**config.mk**
```make
export PLATFORM = sky130hd
export DESIGN_NAME = uart_transmitter
export DESIGN_NICKNAME = d
export VERILOG_FILES = /design/src/rtl/uart_pkg.sv /design/src/rtl/uart_baud_gen.sv /design/src/rtl/uart_transmitter.sv
export SDC_FILE = /design/constraint.sdc
export NUM_CORES = 1
export LEC_CHECK = 0
export CORE_UTILIZATION = 47
export DETAILED_ROUTE_END_ITERATION = 8
export PLACE_DENSITY_LB_ADDON = 0.1
export SLEW_MARGIN = 20
export SYNTH_ARGS = -nofsm -noshare
export SYNTH_HDL_FRONTEND = slang
export SYNTH_SLANG_ARGS = --single-unit
```
**constraint.sdc**
```tcl
create_clock -name iCE_CLK -period 1.75 [get_ports iCE_CLK]
set_input_delay 0.525 -clock iCE_CLK [delete_from_list [all_inputs] [get_ports iCE_CLK]]
set_output_delay 0.525 -clock iCE_CLK [all_outputs]
set_load 0.03 [all_outputs]
```
**src/rtl/uart_pkg.sv**
```systemverilog
// Shared UART definitions: line levels, data width and the framing state enum.
// Defining UART_TX_PARITY_EN adds the PARITY state for 8E1 framing; the default is 8N1.
package uart_pkg;

    localparam int   DATA_BITS  = 8;
    localparam logic LINE_IDLE  = 1'b1;
    localparam logic LINE_START = 1'b0;
    localparam logic LINE_STOP  = 1'b1;

`ifdef UART_TX_PARITY_EN
    typedef enum logic [2:0] {
        IDLE,
        START,
        DATA,
        PARITY,
        STOP
    } uart_state_t;
`else
    typedef enum logic [1:0] {
        IDLE,
        START,
        DATA,
        STOP
    } uart_state_t;
`endif

    // XOR of all data bits gives the bit that makes the total count of ones even.
    function automatic logic even_parity(input logic [DATA_BITS-1:0] data);
        return ^data;
    endfunction

endpackage

```
**src/rtl/uart_baud_gen.sv**
```systemverilog
// Bit-period timer shared by the UART transmitter and receiver.
// Counts 0..CLKS_PER_BIT-1 and flags the last cycle of each bit with bit_done.
module uart_baud_gen #(
    parameter int CLKS_PER_BIT = 104
) (
    input  logic clock,
    input  logic reset,
    input  logic clear,
    output logic bit_done
);

    localparam int              CNT_W = $clog2(CLKS_PER_BIT);
    localparam logic [CNT_W-1:0] LAST = CNT_W'(CLKS_PER_BIT - 1);

    logic [CNT_W-1:0] count;

    // Clear realigns the bit period to the cycle after a frame is accepted.
    always_ff @(posedge clock) begin
        if (reset || clear) begin
            count <= '0;
        end else if (count == LAST) begin
            count <= '0;
        end else begin
            count <= count + 1'b1;
        end
    end

    assign bit_done = (count == LAST);

endmodule

```
**src/rtl/uart_transmitter.sv**
```systemverilog
// UART transmitter: accepts a byte on a valid/ready handshake and shifts it out LSB first.
// Framing is 8N1 by default; defining UART_TX_PARITY_EN inserts an even-parity bit (8E1).
module uart_transmitter
    import uart_pkg::*;
#(
    parameter int CLKS_PER_BIT = 104
) (
    input  logic       iCE_CLK,
    input  logic       RESET,
    input  logic [7:0] tx_byte,
    input  logic       tx_valid,
    output logic       tx_ready,
    output logic       TX,
    output logic       tx_busy
);

    uart_state_t            state;
    uart_state_t            state_next;
    logic [2:0]             bit_idx;
    logic [2:0]             bit_idx_next;
    logic [DATA_BITS-1:0]   shift_reg;
    logic [DATA_BITS-1:0]   shift_next;
    logic                   tx_line;
    logic                   tx_next;
    logic                   accept;
    logic                   baud_clear;
    logic                   bit_done;
`ifdef UART_TX_PARITY_EN
    logic                   parity_bit;
`endif

    uart_baud_gen #(
        .CLKS_PER_BIT(CLKS_PER_BIT)
    ) u_baud_gen (
        .clock    (iCE_CLK),
        .reset    (RESET),
        .clear    (baud_clear),
        .bit_done (bit_done)
    );

    assign tx_ready = (state == IDLE);
    assign tx_busy  = ~tx_ready;
    assign accept   = tx_valid & tx_ready;
    assign TX       = tx_line;

    always_ff @(posedge iCE_CLK) begin
        if (RESET) begin
            state     <= IDLE;
            bit_idx   <= '0;
            shift_reg <= '0;
            tx_line   <= LINE_IDLE;
        end else begin
            state     <= state_next;
            bit_idx   <= bit_idx_next;
            shift_reg <= shift_next;
            tx_line   <= tx_next;
        end
    end

`ifdef UART_TX_PARITY_EN
    // Parity is taken from the byte as accepted, before shifting destroys it.
    always_ff @(posedge iCE_CLK) begin
        if (RESET) begin
            parity_bit <= 1'b0;
        end else if (accept) begin
            parity_bit <= even_parity(tx_byte);
        end
    end
`endif

    // tx_next is the line level for the cycle after this edge, so TX stays registered.
    always_comb begin
        state_next   = state;
        bit_idx_next = bit_idx;
        shift_next   = shift_reg;
        tx_next      = tx_line;
        baud_clear   = 1'b0;

        case (state)
            IDLE: begin
                tx_next = LINE_IDLE;
                if (accept) begin
                    state_next   = START;
                    shift_next   = tx_byte;
                    bit_idx_next = '0;
                    baud_clear   = 1'b1;
                    tx_next      = LINE_START;
                end
            end

            START: begin
                if (bit_done) begin
                    state_next = DATA;
                    tx_next    = shift_reg[0];
                end
            end

            DATA: begin
                if (bit_done) begin
                    if (bit_idx == 3'(DATA_BITS - 1)) begin
`ifdef UART_TX_PARITY_EN
                        state_next = PARITY;
                        tx_next    = parity_bit;
`else
                        state_next = STOP;
                        tx_next    = LINE_STOP;
`endif
                    end else begin
                        shift_next   = {1'b0, shift_reg[DATA_BITS-1:1]};
                        bit_idx_next = bit_idx + 3'd1;
                        tx_next      = shift_reg[1];
                    end
                end
            end

`ifdef UART_TX_PARITY_EN
            PARITY: begin
                if (bit_done) begin
                    state_next = STOP;
                    tx_next    = LINE_STOP;
                end
            end
`endif

            STOP: begin
                if (bit_done) begin
                    state_next = IDLE;
                    tx_next    = LINE_IDLE;
                end
            end

            default: begin
                state_next = IDLE;
                tx_next    = LINE_IDLE;
            end
        endcase
    end

endmodule

```
; ---- Yosys cells after proc, flatten, opt, wreduce, memory -nomap -nowiden
; Index checks and enable logic that the tools add are counted.
; W data, S select, Z words.
[totals]
ff_bits = 21
memories = 0
romBits = 0
latch_bits = 0
ramBits = 0
[classes]
bitwise = 2
n_shift = 0
magnitude_cmp = 0
reduce_logical = 7
div_mod_pow = 0
mux = 22
eq_ne = 11
add_sub_neg = 2
mul = 0
[ops]
columns = cell, n
row1 = $mux W8, 3
row2 = $pmux W8 S2, 1
row3 = $mux W2, 5
row4 = $ne A2 B2 Y1 const B, 5
row5 = $mux W3, 3
row6 = $pmux W2 S4, 1
row7 = $add A7 B1 Y7 const B, 1
row8 = $eq A7 B7 Y1 const B, 1
row9 = $mux W1, 7
row10 = $pmux W3 S2, 1
row11 = $reduce_and A5 Y1, 1
row12 = $eq A2 B2 Y1 const B, 2
row13 = $pmux W1 S4, 1
row14 = $reduce_and A4 Y1, 1
row15 = $add A3 B1 Y3 const B, 1
row16 = $eq A3 B3 Y1 const B, 1
row17 = $reduce_and A3 Y1, 1
row18 = $eq A2 B1 Y1 const B, 1
row19 = $logic_not A2 Y1, 1
row20 = $ne A2 B1 Y1 const B, 1
row21 = $reduce_bool A2 Y1, 1
row22 = $reduce_or A2 Y1, 1
row23 = $and A1 B1 Y1, 1
row24 = $logic_or A1 B1 Y1, 1
row25 = $not A1 Y1, 1

; ---- Longest topological paths before layout
; Gate-level depths: netlist of run 1.
[depth]
ltp_word = 6
mapped_depth = 8

; ---- Hierarchy
; From an unflattened synthesis of run 1, not the netlist that was laid out.
[unflattened]
hier_cells = 109
hier_area_um2 = 1071.0
[by_module_without_submodules]
columns = mod, seq_area_each_um2, area_per_inst_um2, n_inst, cells_each
row1 = uart_transmitter, 280.3, 768.2, 1, 75
row2 = uart_baud_gen, 140.1, 302.8, 1, 34

; ---- Least setup slack after synthesis of run 1
; OpenSTA, ideal clock, no wires.
[synth_timing]
path_kind = reg-to-reg
startpoint = register state[0]
endpoint = register state[1]
setup_slack_ps = -27
setup_time_ps = 122
t_required_ps = 1628
n_path_buf = 1
stages_incl_launch_ff = 8
arrival_ps = 1655
synth_period_minus_slack_ps = 1777
cell_sequence = dfxtp_1 -> inv_1 -> ha_1 -> buf_2 -> inv_1 -> nor2_1 -> o2bb2ai_1 -> a311o_1
[synth_between]
elab_chain_len = 4
elab_cells_between_ends = 12
classes_between = 8 x eq/ne / 1 x mux / 1 x bitwise / 2 x reduce/logical
[synth_rtl]
columns = element, line_no
row1 = "start, declared", uart_transmitter.sv:17  ; uart_state_t state;
row2 = "start signal, assigned", uart_transmitter.sv:53  ; state <= state_next;
row3 = $logic_not A2 Y1 (*), uart_transmitter.sv:41  ; assign tx_ready = (state == IDLE);
row4 = via tx_ready, uart_transmitter.sv:12  ; output logic tx_ready,
row5 = $and A1 B1 Y1, uart_transmitter.sv:43  ; assign accept = tx_valid & tx_ready;
row6 = $ne A2 B1 Y1 (no line), --
row7 = $reduce_and A5 Y1 (no line), --
; Mark *: on every way through the listed nets, which the timed path passes. The rest lies on a longest branch.
; A chain may end at the register's enable or synchronous reset.

; ---- Worst setup path in the final report of run 1
[layout_timing]
startpoint = register state[1]
endpoint = output port tx_busy
[layout_between]
elab_chain_len = 2
[layout_rtl]
columns = element, line_no
row1 = $logic_not A2 Y1, uart_transmitter.sv:41
row2 = $not A1 Y1, uart_transmitter.sv:42  ; assign tx_busy = ~tx_ready;
row3 = "end, declared", uart_transmitter.sv:14  ; output logic tx_busy
; No other way between the ends.

==> results of run 1 <==
-- synthesized netlist by cell type (all sizes together), types with 4 or more instances --
master / number
dfxtp: 21
nand3: 12
nor2: 9
buf: 5
nand2: 8
a21oi: 12
o21ai: 4
ha: 7
a22oi: 7
nand2b: 5
-- area by class of cell --
cell class                 count  area (sq um)
multi-input combinational     94           653
timing repair buffer          25           218
clock buffer                   3          22.5
sequential                    21           423
fill                         210           842
inverter                       3          11.3
clock inverter                 1          7.51
tap                           28          35.0
-- worst reg2reg max path: cells and delay by family (launching register included) --
kind,cells,cell delay [ns]
DFF,1,0.35
AOI/OAI and AO/OA,1,0.13
adders and majority gates,1,0.18
buffers and inverters,2,0.25
muxes,1,0.35
and+or+nand+nor,2,0.31
-- logic make-up after synthesis --
group | after synthesis
xor gates and xnor gates | 4
adders and majority gates | 7
AOI/OAI and AO/OA | 34
buffers and inverters | 10
DFF | 21
muxes | 1
and+or+nand+nor | 48
-- placed cells by master (no fill, tap or decap), types with 2 or more instances in the layout --
| master | netlist | routed |
|---|---|---|
| dfxtp_2 | 0 | 2 |
| xnor2_1 | 2 | 2 |
| nand2b_1 | 5 | 5 |
| a211oi_1 | 3 | 3 |
| a21oi_1 | 12 | 12 |
| nor3_1 | 2 | 2 |
| clkbuf_4 | 0 | 3 |
| nor2_1 | 8 | 8 |
| a311o_1 | 2 | 2 |
| buf_4 | 1 | 13 |
| inv_2 | 0 | 2 |
| a311oi_1 | 2 | 2 |
| dfxtp_1 | 21 | 19 |
| o21ai_0 | 3 | 3 |
| a22oi_1 | 7 | 7 |
| and3_1 | 3 | 3 |
| nor2b_1 | 2 | 2 |
| clkdlybuf4s50_1 | 0 | 10 |
| xor2_1 | 2 | 2 |
| nand3_1 | 12 | 12 |
| nand2_1 | 8 | 8 |
| ha_1 | 7 | 5 |
-- what timing repair did --
item | CTS | global route
resized for setup | 4 | 4
buffers inserted | 0 | 2
pin swaps | 0 | 2
hold endpoints to repair | 0 | 0
endpoints found under the setup margin | 3 | 2
-- metal layers --
metal / up-vias / part of all wire
li1: 503 / -
met1: 479 / 0.48
met2: 24 / 0.48
met3: 2 / 0.035
met4: 0 / 0.011
met5: - / 0
-- power breakdown --
group	switching, mW	total [mW]	leakage (nW)	internal [mW]
Clock	0.157	0.245	0.0139	0.0871
Combinational	0.524	1.01	0.340	0.488
Sequential	0.0540	0.625	0.172	0.571
Total	0.735	1.88	0.526	1.15
-- worst max-delay path by stage --
stage              endpoint  slack, ns  cells after the start
6_report            tx_busy       0.08                      4
5_1_grt                  TX       0.01                      5
4_1_cts             tx_busy      0.005                      4
3_5_place_dp   shift_reg[6]      -0.16                      5
3_3_place_gp   shift_reg[0]      -0.12                      5
2_1_floorplan      state[1]       0.07                      7
==> results.py, run 1 <==
metrics = {
    "global_route": {
        "grt_pass1_vias": 918,
        "grt.busiest_layer": "met2",
        "grt_max_degree": 15,
        "overflow": 0,
        "grt_pass1_wl_microns": 4050,
        "grt_use_met1": 0.270,
        "grt_use_met3": 0.0424,
        "grt.total_usage": 0.210,
        "antenna_found_initial": 0,
        "use_met2": 0.333,
    },
    "min_path": {
        "min_from": "u_baud_gen.count[0]",
        "hold_depth": 1,
        "hold_path_class": "reg -> reg",
        "min_to": "u_baud_gen.count[0]",
    },
    "sta": {
        "tightestPinTransition_ns": 0.323,
        "clock_skew_ns": 0.00406,
        "finalCriticalPeriod_ns": 1.67,
        "setup_violations": 0,
        "whs_ns": 0.463,
        "layout_setup_ws_ns": 0.0811,
        "hold_violations": 0,
        "rsz0062_at_grt": "no",
        "period_share": 0.954,
        "max_freq_mhz": 599,
        "fin_tns_setup_ns": 0,
        "drv_slew": 0,
        "max_slew_margin": 0.784,
    },
    "worst_setup_path": {
        "crit_buf_inv": 3,
        "worstSetupPathType": "reg -> out",
        "arrival_ns": 1.14,
        "crit_start": "state[1]",
        "regToRegSetupSlack_ns": 0.12,
        "path_cells": "inv_1, ha_4, inv_2, buf_6",
        "slowest_delay_ns": 0.35,
        "r2r-end": "shift_reg[1]",
        "worstReg2RegStart": "state[1]",
        "required_ns": 1.22,
        "cp_max_fo": 5,
        "start_kind": "flip-flop",
        "cp_slowest_cell": "dfxtp_2",
        "critPathCaptureType": "primary output",
        "reg2reg_depth": 7,
        "crit_family": "flip-flops",
    },
    "floorplan": {
        "start_util": 0.502,
        "ios": 14,
        "num_rows": 17,
        "dieHeight_microns": 50.6,
        "die_area_sq_um": 2560,
        "fp.dieW_microns": 50.6,
        "core_sq_um": 2210,
    },
    "layout": {
        "final_cells": 175,
        "largest_reg_flops": 8,
        "synthToLayoutAreaGrowth_pct": 23.4,
        "post-route-util": 0.619,
        "fin_nets": 166,
        "drive_above_1_share": 0.204,
        "diodes": 0,
        "fin_area_sq_um": 1370,
    },
    "route": {
        "first_pass_iters": 5,
        "routed_via_density": 5.76,
        "dr_total_vias": 1008,
        "drtIter0Drc": 29,
        "antenna_left": 0,
        "drcViolationCount": 0,
        "wirelength_microns": 2360,
        "wl_per_cell_microns": 13.5,
    },
    "place": {
        "port_buffers": 13,
        "dpl.hpwl_microns": 1750,
        "place_area_sq_um": 1310,
        "dp_cells": 169,
        "place_worst_setup_slack_ns": -0.156,
        "finalWeightedCongestion": 0.830,
    },
    "synth": {
        "synth_cell_types": 37,
        "muxShareOfSynthArea": 0.0101,
        "synth_top_cell_area_share": 0.379,
        "synthSimpleGateAreaFrac": 0.249,
        "synth_fa_ha_area_frac": 0.0789,
        "synth_xor_area_frac": 0.0316,
        "synth_top_family_by_area": "simple AND/OR/NAND/NOR gates",
        "yosys.area.top_type": "dfxtp_1",
        "syn_area_sq_um": 1110,
        "ys.flop_type": "dfxtp_1",
        "synth_warnings": 0,
        "synth_area_leaders": "dfxtp_1, ha_1, a21oi_1, nand3_1, a22oi_1",
        "synth_edf_count": 0,
        "synth-seq-area-share": 0.379,
        "syn_area_per_cell_sq_um": 8.88,
        "syn_nets": 143,
        "synth-compound-area-share": 0.205,
        "async_flop_share": 0,
        "ys_ff_latch": 21,
        "synth_cells": 125,
    },
    "clock_network": {
        "cts_tree": "yes",
        "clockRootBuffer": "clkbuf_4",
        "cts_hold_buffers": 0,
        "htreeDepth": 1,
        "cts.path.max_buffers": 2,
        "clock_sinks": 21,
        "clk_pin_slew_ns": 0.13,
        "cts_made_buffers": 3,
        "clock_latency_ns": 0.31,
    },
    "power": {
        "p_total_mw": 1.88,
        "cellLeakagePower_nw": 0.526,
        "power_density_nw_per_um2": 1370,
        "vdd_drop_max_uv": 864,
    },
    "run_status": {
        "status": "finished clean",
    },
    "run": {
        "maxCapViolations": 0,
    },
}
Note: power is estimated with default switching activity, not from simulation.
==> run 2, diff against run 1 <==
--- a/config.mk
+++ b/config.mk
@@ -8,7 +8,7 @@
 export CORE_UTILIZATION = 47
 export DETAILED_ROUTE_END_ITERATION = 8
 export PLACE_DENSITY_LB_ADDON = 0.1
-export SLEW_MARGIN = 20
+export SLEW_MARGIN = 0
 export SYNTH_ARGS = -nofsm -noshare
 export SYNTH_HDL_FRONTEND = slang
 export SYNTH_SLANG_ARGS = --single-unit
==> constraint.sdc (replaced) <==
create_clock -name iCE_CLK -period 1.75 [get_ports iCE_CLK]
set_input_delay 0.525 -clock iCE_CLK [delete_from_list [all_inputs] [get_ports iCE_CLK]]
set_output_delay 0.525 -clock iCE_CLK [all_outputs]
set_load 0.01 [all_outputs]
==> run 2 against run 1 <==
Compared with the run above: clock-buffer cell count rose by 1; setup slack got worse by 0.022 ns; via count rose by 1.3%; die area did not move; sequential share of layout area fell by 0.31 points; clock power fell by 2%; maximum frequency fell by 1.3%; combinational power fell by 9.9%; sequential power fell by 0.8%; clock skew fell by 0.00083 ns; register-to-register slack got worse by 0.02 ns; hold slack got worse by 0.0078 ns; highest routed layer unchanged.
==> results.py, run 2 (same netlist as run 1, synthesis figures left out) <==
metrics = {
    "global_route": {
        "antenna_found_initial": 0,
        "grt_max_degree": 12,
        "grt_pass1_wl_microns": 4020,
        "grt_pass1_vias": 987,
        "overflow": 0,
        "grt.total_usage": 0.205,
    },
    "route": {
        "drcViolationCount": 0,
        "wirelength_microns": 2340,
        "dr_total_vias": 1021,
        "wl_per_cell_microns": 13.2,
        "first_pass_iters": 4,
        "antenna_left": 0,
        "drtIter0Drc": 44,
        "routed_via_density": 5.74,
    },
    "sta": {
        "fin_tns_setup_ns": 0,
        "drv_slew": 0,
        "hold_violations": 0,
        "max_slew_margin": 0.781,
        "rsz0062_at_grt": "no",
        "tightestPinTransition_ns": 0.326,
        "period_share": 0.966,
        "max_freq_mhz": 591,
        "clock_skew_ns": 0.00323,
        "finalCriticalPeriod_ns": 1.69,
        "setup_violations": 0,
    },
    "power": {
        "combPwrFrac": 0.514,
        "intPower_mw": 1.13,
        "p_sw_frac": 0.363,
        "pwr-share-clk": 0.136,
        "vdd_drop_max_uv": 1050,
        "p_seq_frac": 0.350,
        "power.switching_mw": 0.642,
        "power_density_nw_per_um2": 1280,
        "cellLeakagePower_nw": 0.545,
    },
    "place": {
        "dpl.hpwl_microns": 1810,
        "dp_cells": 174,
        "finalWeightedCongestion": 0.819,
        "port_buffers": 13,
    },
    "floorplan": {
        "start_util": 0.502,
        "num_rows": 17,
        "core_sq_um": 2210,
        "fp.dieW_microns": 50.6,
        "ios": 14,
        "die_area_sq_um": 2560,
        "dieHeight_microns": 50.6,
    },
    "clock_network": {
        "clk_pin_slew_ns": 0.12,
        "cts_tree": "yes",
        "clockRootBuffer": "clkbuf_4",
        "post-cts-setup-buffers": 0,
        "clock_sinks": 21,
        "cts_hold_buffers": 0,
        "cts_made_buffers": 3,
        "htreeDepth": 1,
        "cts.path.max_buffers": 2,
        "clock_latency_ns": 0.30,
    },
    "layout": {
        "drive_above_1_share": 0.207,
        "fin_nets": 169,
        "largest_reg_flops": 8,
        "final_cells": 178,
        "synthToLayoutAreaGrowth_pct": 24.7,
        "layout_commonest_cell": "dfxtp_1",
        "final_cell_mix": "dfxtp_1, buf_4, nand3_1, a21oi_1, clkdlybuf4s50_1",
        "diodes": 0,
    },
    "worst_setup_path": {
        "critPathCaptureType": "primary output",
        "start_kind": "flip-flop",
        "worstSetupPathType": "reg -> out",
        "arrival_ns": 1.17,
        "required_ns": 1.22,
        "cp_max_fo": 3,
    },
    "min_path": {
        "hold_path_class": "reg -> reg",
    },
    "run_status": {
        "status": "finished clean",
    },
    "run": {
        "maxCapViolations": 0,
    },
}
run 2: worst paths after layout:
path,depth (start not counted),from,slack [ns],endpoint
max,4,state[0],0.06,tx_busy
min,1,u_baud_gen.count[0],0.46,u_baud_gen.count[0]
max reg2reg,5,state[1],0.10,TX
min reg2reg,1,u_baud_gen.count[0],0.46,u_baud_gen.count[0]
run 2: area by class of cell:
class / instances / area, sq um
Clock buffer: 4 / 26.3
Fill cell: 201 / 828
Inverter: 3 / 11.3
Multi-Input combinational cell: 94 / 643
Sequential cell: 21 / 423
Tap cell: 28 / 35.0
Timing Repair Buffer: 28 / 245
run 2: critical path, stage by stage, from the launching register on:
cell,delay (ns)
dfxtp_2,0.35
inv_2,0.07
ha_2,0.18
inv_1,0.05
clkdlybuf4s15_2,0.22
run 2: routing by layer:
| metal | vias to the layer above | wire length, microns | GRT usage |
|---|---|---|---|
| met5 | - | 0 | 0 |
| li1 | 508 | - | - |
| met2 | 21 | 1110 | 0.353 |
| met3 | 6 | 66 | 0.0424 |
| met1 | 486 | 1140 | 0.252 |
| met4 | 0 | 31 | 0.0694 |
run 2: power groups by stage:
| stage | Combinational [mW] | Clock, mW | Sequential [mW] |
|---|---|---|---|
| after global placement | 0.901 | 0 | 0.622 |
| final | 0.910 | 0.240 | 0.620 |
| after detailed placement | 0.916 | 0 | 0.625 |
| after CTS | 0.905 | 0.243 | 0.615 |
| after floorplan | 0.554 | 0 | 0.624 |
| after global routing | 1.01 | 0.261 | 0.632 |
run 2: per-stage QoR:
| stage | hold WS [ns] | cell area [sq um] | setup slack [ns] | utilization | total power [mW] |
|---|---|---|---|---|---|
| after CTS | 0.463 | 1380 | 0.0110 | 0.623 | 1.76 |
| after global routing | 0.483 | 1380 | 0.00606 | 0.626 | 1.90 |
| after global placement | 0.428 | 1350 | -0.111 | 0.609 | 1.52 |
| after detailed placement | 0.438 | 1350 | -0.155 | 0.609 | 1.54 |
| after floorplan | 0.412 | 1110 | 0.112 | - | 1.18 |
| final | 0.456 | 1380 | 0.0587 | 0.626 | 1.77 |
run 2: timing repair:
| action | in CTS | in global routing |
|---|---|---|
| resized for setup | 6 | 5 |
| hold endpoints to repair | 0 | 0 |
| setup endpoints to repair | 2 | 10 |
| pin swaps | 0 | 1 |
